==> src/rtl/alloc_pkg.sv <==
// Shared sizing for the slot allocator: default index width and counter width.
package alloc_pkg;
  localparam int IDX_W_DEF = 3;

  // The counter needs one extra bit so that it can hold N itself.
  function automatic int cnt_w(input int idx_w);
    return idx_w + 1;
  endfunction
endpackage

==> src/rtl/onehot_dec.sv <==
// Enabled binary to one-hot decoder; purely combinational, output all zero when disabled.
module onehot_dec #(
  parameter int IN_W = 3
) (
  input  logic [IN_W-1:0]      i_idx,
  input  logic                 i_en,
  output logic [2**IN_W-1:0]   o_onehot
);
  always_comb begin
    o_onehot = '0;
    if (i_en) o_onehot[i_idx] = 1'b1;
  end
endmodule

==> src/rtl/onehot_slot_alloc.sv <==
// Lowest-index-first slot allocator with release, flush and occupancy count.
// Grant is combinational from registered occupancy; all status outputs are registered.
module onehot_slot_alloc
  import alloc_pkg::*;
#(
  parameter  int IDX_W = IDX_W_DEF,
  localparam int N     = 2**IDX_W,
  localparam int CW    = cnt_w(IDX_W)
) (
  input  logic             clk,
  input  logic             resetn,
  input  logic             alloc_req,
  output logic             alloc_gnt,
  output logic [IDX_W-1:0] alloc_idx,
  output logic [N-1:0]     alloc_onehot,
  input  logic             free_valid,
  input  logic [IDX_W-1:0] free_idx,
  input  logic             flush,
  output logic [N-1:0]     busy_vec,
  output logic [CW-1:0]    count,
  output logic             full,
  output logic             empty,
  output logic             free_err
);
  logic [N-1:0]     r_busy;
  logic [CW-1:0]    r_count;
  logic             r_full;
  logic             r_empty;
  logic             r_free_err;

  logic [IDX_W-1:0] w_pick;
  logic             w_any;
  logic             w_rel_ok;
  logic             w_rel_bad;
  logic [N-1:0]     w_gnt_oh;
  logic [N-1:0]     w_rel_oh;
  logic [N-1:0]     w_busy_nxt;
  logic [CW-1:0]    w_cnt_nxt;

  // Descending scan so the last hit, i.e. the lowest free index, wins.
  always_comb begin
    w_pick = '0;
    w_any  = 1'b0;
    for (int i = N - 1; i >= 0; i--) begin
      if (!r_busy[i]) begin
        w_pick = IDX_W'(i);
        w_any  = 1'b1;
      end
    end
  end

  assign alloc_gnt = resetn & alloc_req & ~flush & w_any;
  assign alloc_idx = alloc_gnt ? w_pick : '0;

  assign w_rel_ok  = resetn & free_valid & ~flush &  r_busy[free_idx];
  assign w_rel_bad = resetn & free_valid & ~flush & ~r_busy[free_idx];

  onehot_dec #(.IN_W(IDX_W)) u_gnt_dec (
    .i_idx    (w_pick),
    .i_en     (alloc_gnt),
    .o_onehot (w_gnt_oh)
  );

  onehot_dec #(.IN_W(IDX_W)) u_rel_dec (
    .i_idx    (free_idx),
    .i_en     (w_rel_ok),
    .o_onehot (w_rel_oh)
  );

  assign alloc_onehot = w_gnt_oh;

  // A granted slot is always free and a released one always busy, so they never collide.
  assign w_busy_nxt = (r_busy | w_gnt_oh) & ~w_rel_oh;
  assign w_cnt_nxt  = r_count + CW'(alloc_gnt) - CW'(w_rel_ok);

  always_ff @(posedge clk) begin
    if (!resetn || flush) begin
      r_busy     <= '0;
      r_count    <= '0;
      r_full     <= 1'b0;
      r_empty    <= 1'b1;
      r_free_err <= 1'b0;
    end else begin
      r_busy     <= w_busy_nxt;
      r_count    <= w_cnt_nxt;
      r_full     <= (w_cnt_nxt == CW'(N));
      r_empty    <= (w_cnt_nxt == '0);
      r_free_err <= w_rel_bad;
    end
  end

  assign busy_vec = r_busy;
  assign count    = r_count;
  assign full     = r_full;
  assign empty    = r_empty;
  assign free_err = r_free_err;
endmodule

==> config.mk <==
export PLATFORM = sky130hd
export DESIGN_NAME = onehot_slot_alloc
export DESIGN_NICKNAME = d
export VERILOG_FILES = /design/src/rtl/alloc_pkg.sv /design/src/rtl/onehot_dec.sv /design/src/rtl/onehot_slot_alloc.sv
export SDC_FILE = /design/constraint.sdc
export NUM_CORES = 1
export LEC_CHECK = 0
export BUFFER_PORTS_ARGS = -buffer_cell sky130_fd_sc_hd__buf_2
export CORE_ASPECT_RATIO = 1.2
export CORE_UTILIZATION = 43
export CTS_CLUSTER_DIAMETER = 100
export DETAILED_ROUTE_END_ITERATION = 7
export GPL_ROUTABILITY_DRIVEN = 0
export HOLD_SLACK_MARGIN = 0.06
export PLACE_DENSITY_LB_ADDON = 0.3
export SETUP_SLACK_MARGIN = 0.5
export SYNTH_ARGS = -nofsm -noshare
export SYNTH_HDL_FRONTEND = slang
export SYNTH_SLANG_ARGS = --single-unit
==> constraint.sdc <==
create_clock -name clk -period 2.3 [get_ports clk]
set_input_delay 0.115 -clock clk [delete_from_list [all_inputs] [get_ports clk]]
set_output_delay 0.115 -clock clk [all_outputs]
set_load 0.005 [all_outputs]
Word-level counts from Yosys, hierarchy flattened
Cells that the tools add are included.
{ "totals": {"ramBits": 0, "output_inout_bits": 27, "n_memories": 0, "latchBits": 0, "elab_cells": 54, "regBits": 15, "rom_bits": 0, "in_bits": 8} }
{ "op_classes": {"addsub": 2, "n_mul": 0, "n_eq_ne": 1, "n_reduce_logical": 5, "div": 0, "magnitude_cmp": 4, "n_shift": 0, "muxes": 25, "n_bitwise": 12} }
{ "op_table": {"columns": ["cell", "count"], "rows": [
  ["3-bit 2-to-1 mux", 9],
  ["8-bit 2-to-1 mux", 2],
  ["1-bit 2-to-1 mux", 11],
  ["8-bit bitwise AND", 1],
  ["3-bit by 4-bit less-than comparator with 1-bit output (second input constant)", 2],
  ["8-bit inverter", 1],
  ["8-bit OR", 1],
  ["1-bit bitwise AND", 7],
  ["1-bit demux with 3-bit select", 2],
  ["3-bit by 1-bit greater-or-equal comparator with 1-bit output (second input constant)", 2],
  ["4-bit by 1-bit adder with 4-bit output", 1],
  ["4-bit equality test (second input constant)", 1],
  ["4-bit zero test", 1],
  ["4-bit by 1-bit subtractor with 4-bit output", 1],
  ["1-bit binary-select mux with 3-bit select", 1],
  ["1-bit logical AND", 2],
  ["1-bit inverter", 2],
  ["1-bit zero test", 1],
  ["1-bit logical OR", 1]
]} }

Depth between registers and ports, before layout
{ "depth": {"word_depth": 15, "ltp_mapped": 12} }

By module
A second synthesis with hierarchy kept.
{ "hier_totals": {"cells_unflattened": 98, "hier_area_um2": 938.4} }
{ "by_module_without_submodules": {"columns": ["mod", "cells_per_inst", "area_per_inst_um2", "n_inst"], "rows": [
  ["onehot_slot_alloc", 82, 747.0, 1],
  ["onehot_dec (u_gnt_dec)", 8, 96.3, 1],
  ["onehot_dec (u_rel_dec)", 8, 95.1, 1]
]} }

Least setup slack after synthesis
Ideal clock, no wire load.
{ "synth_timing": {"kind": "register to register", "from": "register r_busy[2] (netlist: busy_vec[2])", "to": "register r_empty (netlist: empty)", "stages_incl_launch_ff": 13, "t_required_ps": 2184, "setup_ps": 116, "path_buffers": 1, "arrival_ps": 2443, "setup_slack_ps": -259, "path_cell_list": "dfxtp_1 > clkbuf_2 > mux4_2 > nor2_2 > nor4b_1 > ha_1 > inv_1 > ha_1 > inv_1 > fa_1 > xor2_1 > and3b_1 > o211a_1"} }
{ "synth_via": {"elab_chain_len": 7, "word_cells_on_any_way": 10, "cone_classes": "add/sub: 2; mux: 5; bitwise: 2; reduce/logical: 1"} }
{ "synth_lines": {"columns": ["item", "line_no", "rtl"], "rows": [
  ["start, declared", "onehot_slot_alloc.sv:25", "logic [N-1:0] r_busy;"],
  ["start signal, assigned", "onehot_slot_alloc.sv:84", "r_busy <= w_busy_nxt;"],
  ["1-bit 2-to-1 mux (3 in series)", "onehot_slot_alloc.sv:45", "if (!r_busy[i]) begin"],
  ["1-bit bitwise AND", "onehot_slot_alloc.sv:52", "assign alloc_gnt = resetn & alloc_req & ~flush & w_any;"],
  ["4-bit by 1-bit adder with 4-bit output", "onehot_slot_alloc.sv:74", "assign w_cnt_nxt = r_count + CW'(alloc_gnt) - CW'(w_rel_ok);"],
  ["4-bit by 1-bit subtractor with 4-bit output (*)", "onehot_slot_alloc.sv:74", null],
  ["4-bit zero test (*)", "onehot_slot_alloc.sv:87", "r_empty <= (w_cnt_nxt == '0);"],
  ["end signal, assigned", "onehot_slot_alloc.sv:87", null],
  ["end, declared", "onehot_slot_alloc.sv:28", "logic r_empty;"]
]} }
Every way passes the cells marked *; elsewhere a longest branch is shown, timed or not. The select of a mux whose other input is x is not followed.
A chain may end at the register's enable or synchronous reset.

Final worst setup path
Same ends and word-level chain as after synthesis.

==> results.cfg <==
[power]
max-vdd-ir-drop_mv = 0.361
p_clk_share_pct = 30.2
power_mw = 0.518
p_int_mw = 0.380
combinationalPowerShare_pct = 18.0
p_switching_mw = 0.138
powerDensity_mw_per_mm2 = 352
p_leak_nw = 0.678
p_sw_share_pct = 26.6
p_seq_share_pct = 51.7

[synthesis]
synth_edf_count = 0
synth_async_sr_flop_share_pct = 0
yosys.area.top_type = dfxtp_1
synth.top_cell.area_share_pct = 30.9
yosys_most_used_dff = dfxtp_1
synth.most_common_cell = dfxtp_1
avgSynthCellArea_sq_um = 8.76
yosysWarnings = 0
synth_common_cells = dfxtp_1 (15), nor2_1 (9), inv_1 (8), a31oi_1 (7), nand2_1 (7)
synth.area.top_cells = dfxtp_1 (31%), ha_1 (5.1%), a31oi_1 (4.5%)
synth_fp_nets = 124
seq_area_frac_synth_pct = 30.9
synth_seq_cells = 15
synth_area_sq_um = 972
syn-instance-count = 111
synth.distinct_cells = 43

[die]
core_region_area_sq_mm = 0.00209
dieArea_sq_mm = 0.00246
die_h_microns = 54.1
start_util_pct = 46.4
rows = 18
die_w_microns = 45.4
ioPinCount = 35

[critical_path]
cp-end-kind = flop
crit_chain = mux4_2 > nor2_4 > nor4b_2 > ha_2 > inv_2 > ha_4 > inv_2 > fa_2 > and3b_1 > o211a_1
r2r_end = empty
reg2reg_from = busy_vec[2]
worst_path_max_delay_cell = mux4_2
cp.depth = 10
rr_worst_depth = 10
path_class = reg -> reg
startpoint = busy_vec[2]
crit_arrival_ns = 2.69
crit_fanout = 2
cpMostUsedCell = inv_2
start_kind = flop
slowest_delay_ns = 0.49
cp_num_buf_inv = 2
cp_top_family = adder cells
crit_required_ns = 2.49
r2r_slack_ns = -0.20
crit_end = empty

[cells_and_area]
nFillCells = 179
final_nets = 183
final_cells = 199
area_delta_synth_final_pct = 51.4
layout-drive-gt1-share_pct = 53.3
antennaDiodeCount = 0

[cts]
clkSlewWorstSetupHoldPaths_ns = 0.09
cts_hold_buffers = 0
clock-sinks = 15
clock_path_buffers = 2
cts_tree = built
clockRootBuffer = clkbuf_4
cts_made_buffers = 3
ctsHtreeMaxLevel = 1
clock_latency_ns = 0.29

[detailed_routing]
drtIter0Drc = 16
finalWirelength_microns = 2760
drc_errors = 0
drtAntennaViolNets = 0
post_drt_wl_per_cell_microns = 13.9
vias = 1062
dr.pass1.iters = 4
avgViaCountPerCell = 5.34

[sta]
fmax_ghz = 0.399
max_slew_margin_pct = 70.4
period_needed_ns = 2.50
finalHoldViolCount = 0
setup_viol = 2
setup-tns-final_ns = -0.351
worst_slack_ns = -0.203
worstMarginPinSlew_ns = 0.445
rsz0062_at_grt = true
fin_crit_sh_pct = 109
hold_slack_ns = 0.205
finalClockSkew_ns = 0.00473
drv_slew = 0

[job]
drv_cap = 0

[global_routing]
overflow = 0
grt_pass1_wl_microns = 4050
grt_pass1_vias = 939
antenna_found_initial = 0
grt_max_degree = 13
track_usage_pct = 23.1

[min_path]
hp-class = in -> reg

[run_status]
status = finished, violations left
violations = setup timing

[placed_design]
port_buffers = 34
place_hpwl_microns = 1980
dpl_worst_slack_ns = -0.249
placed_cells = 183
metrics by stage:
step                area [sq um]  util [%]
floorplan                    988         -
global placement            1250      59.8
detailed placement          1250      59.8
CTS                         1380      65.8
global route                1470      70.3
finish                      1470      70.3
cells in the final DEF (no fill, tap or decap), types with 2 or more instances in the layout:
cell	n
buf_2	34
buf_4	24
dfxtp_1	13
nor2_1	9
a31oi_1	7
nand2_1	6
and2_1	5
buf_6	5
inv_1	4
inv_2	4
nor2b_1	4
a21oi_1	4
a311oi_1	4
clkbuf_4	3
a41oi_2	2
nor4b_2	2
nand3_1	2
nand2b_1	2
o21ai_0	2
a41o_1	2
ha_4	2
dfxtp_2	2
tightest hold or removal path, delay by kind of cell:
family / cells / cell delay [ns]
AO/OA/AOI/OAI: 2 / 0.20
buffers and inverters: 1 / 0.14
layer usage:
metal  vias up  wire length, microns  track usage, %
met5         -                     0               0
met4         0                    75            10.6
met3         8                    78            2.01
met2        29                  1370            39.3
met1       503                  1240            28.8
li1        522                     -               -
layout make-up:
type | instances | area, sq um | area share [%]
Clock buffer | 4 | 26.3 | 1.79
Inverter | 8 | 30.0 | 2.04
Tap cell | 30 | 37.5 | 2.55
Multi-Input combinational cell | 79 | 668 | 45.4
Sequential cell | 15 | 303 | 20.6
Timing Repair Buffer | 63 | 407 | 27.6
repair_timing:
| action | in CTS | in global routing |
|---|---|---|
| pin swaps | 6 | 2 |
| setup buffers | 5 | 7 |
| setup endpoints to repair | 7 | 9 |
| resized for setup | 15 | 10 |
cell families after synthesis:
logic type      synth area share (%)
buf+inv                         9.39
mux                             3.47
simple gates                    23.6
xor+xnor                        1.80
fa+ha+maj                       7.21
compound gates                  23.7
flops                           30.9
how the worst min path moves through the flow:
stage	startpoint	endpoint	slack (ns)	cells after the start
detailed placement	free_err	free_err	0.49	1
finish	alloc_req	busy_vec[0]	0.21	3
global placement	full	full	0.49	1
global route	alloc_req	busy_vec[0]	0.22	3
floorplan	alloc_req	busy_vec[0]	0.32	2
CTS	alloc_req	busy_vec[0]	0.21	3
state kept, by name, indices dropped and copies added (netlist names):
| register | flops |
|---|---|
| empty | 1 |
| count | 4 |
| busy_vec | 8 |
| full | 1 |
| free_err | 1 |
power by group through the flow:
stage / clock network, mW / registers [mW] / logic (mW)
after floorplan: 0 / 0.276 / 0.0434
after global placement: 0 / 0.274 / 0.0750
after detailed placement: 0 / 0.274 / 0.0769
after CTS: 0.156 / 0.268 / 0.0884
after global routing: 0.169 / 0.269 / 0.102
final: 0.157 / 0.268 / 0.0935
Note: power is estimated with default switching activity, not from simulation.
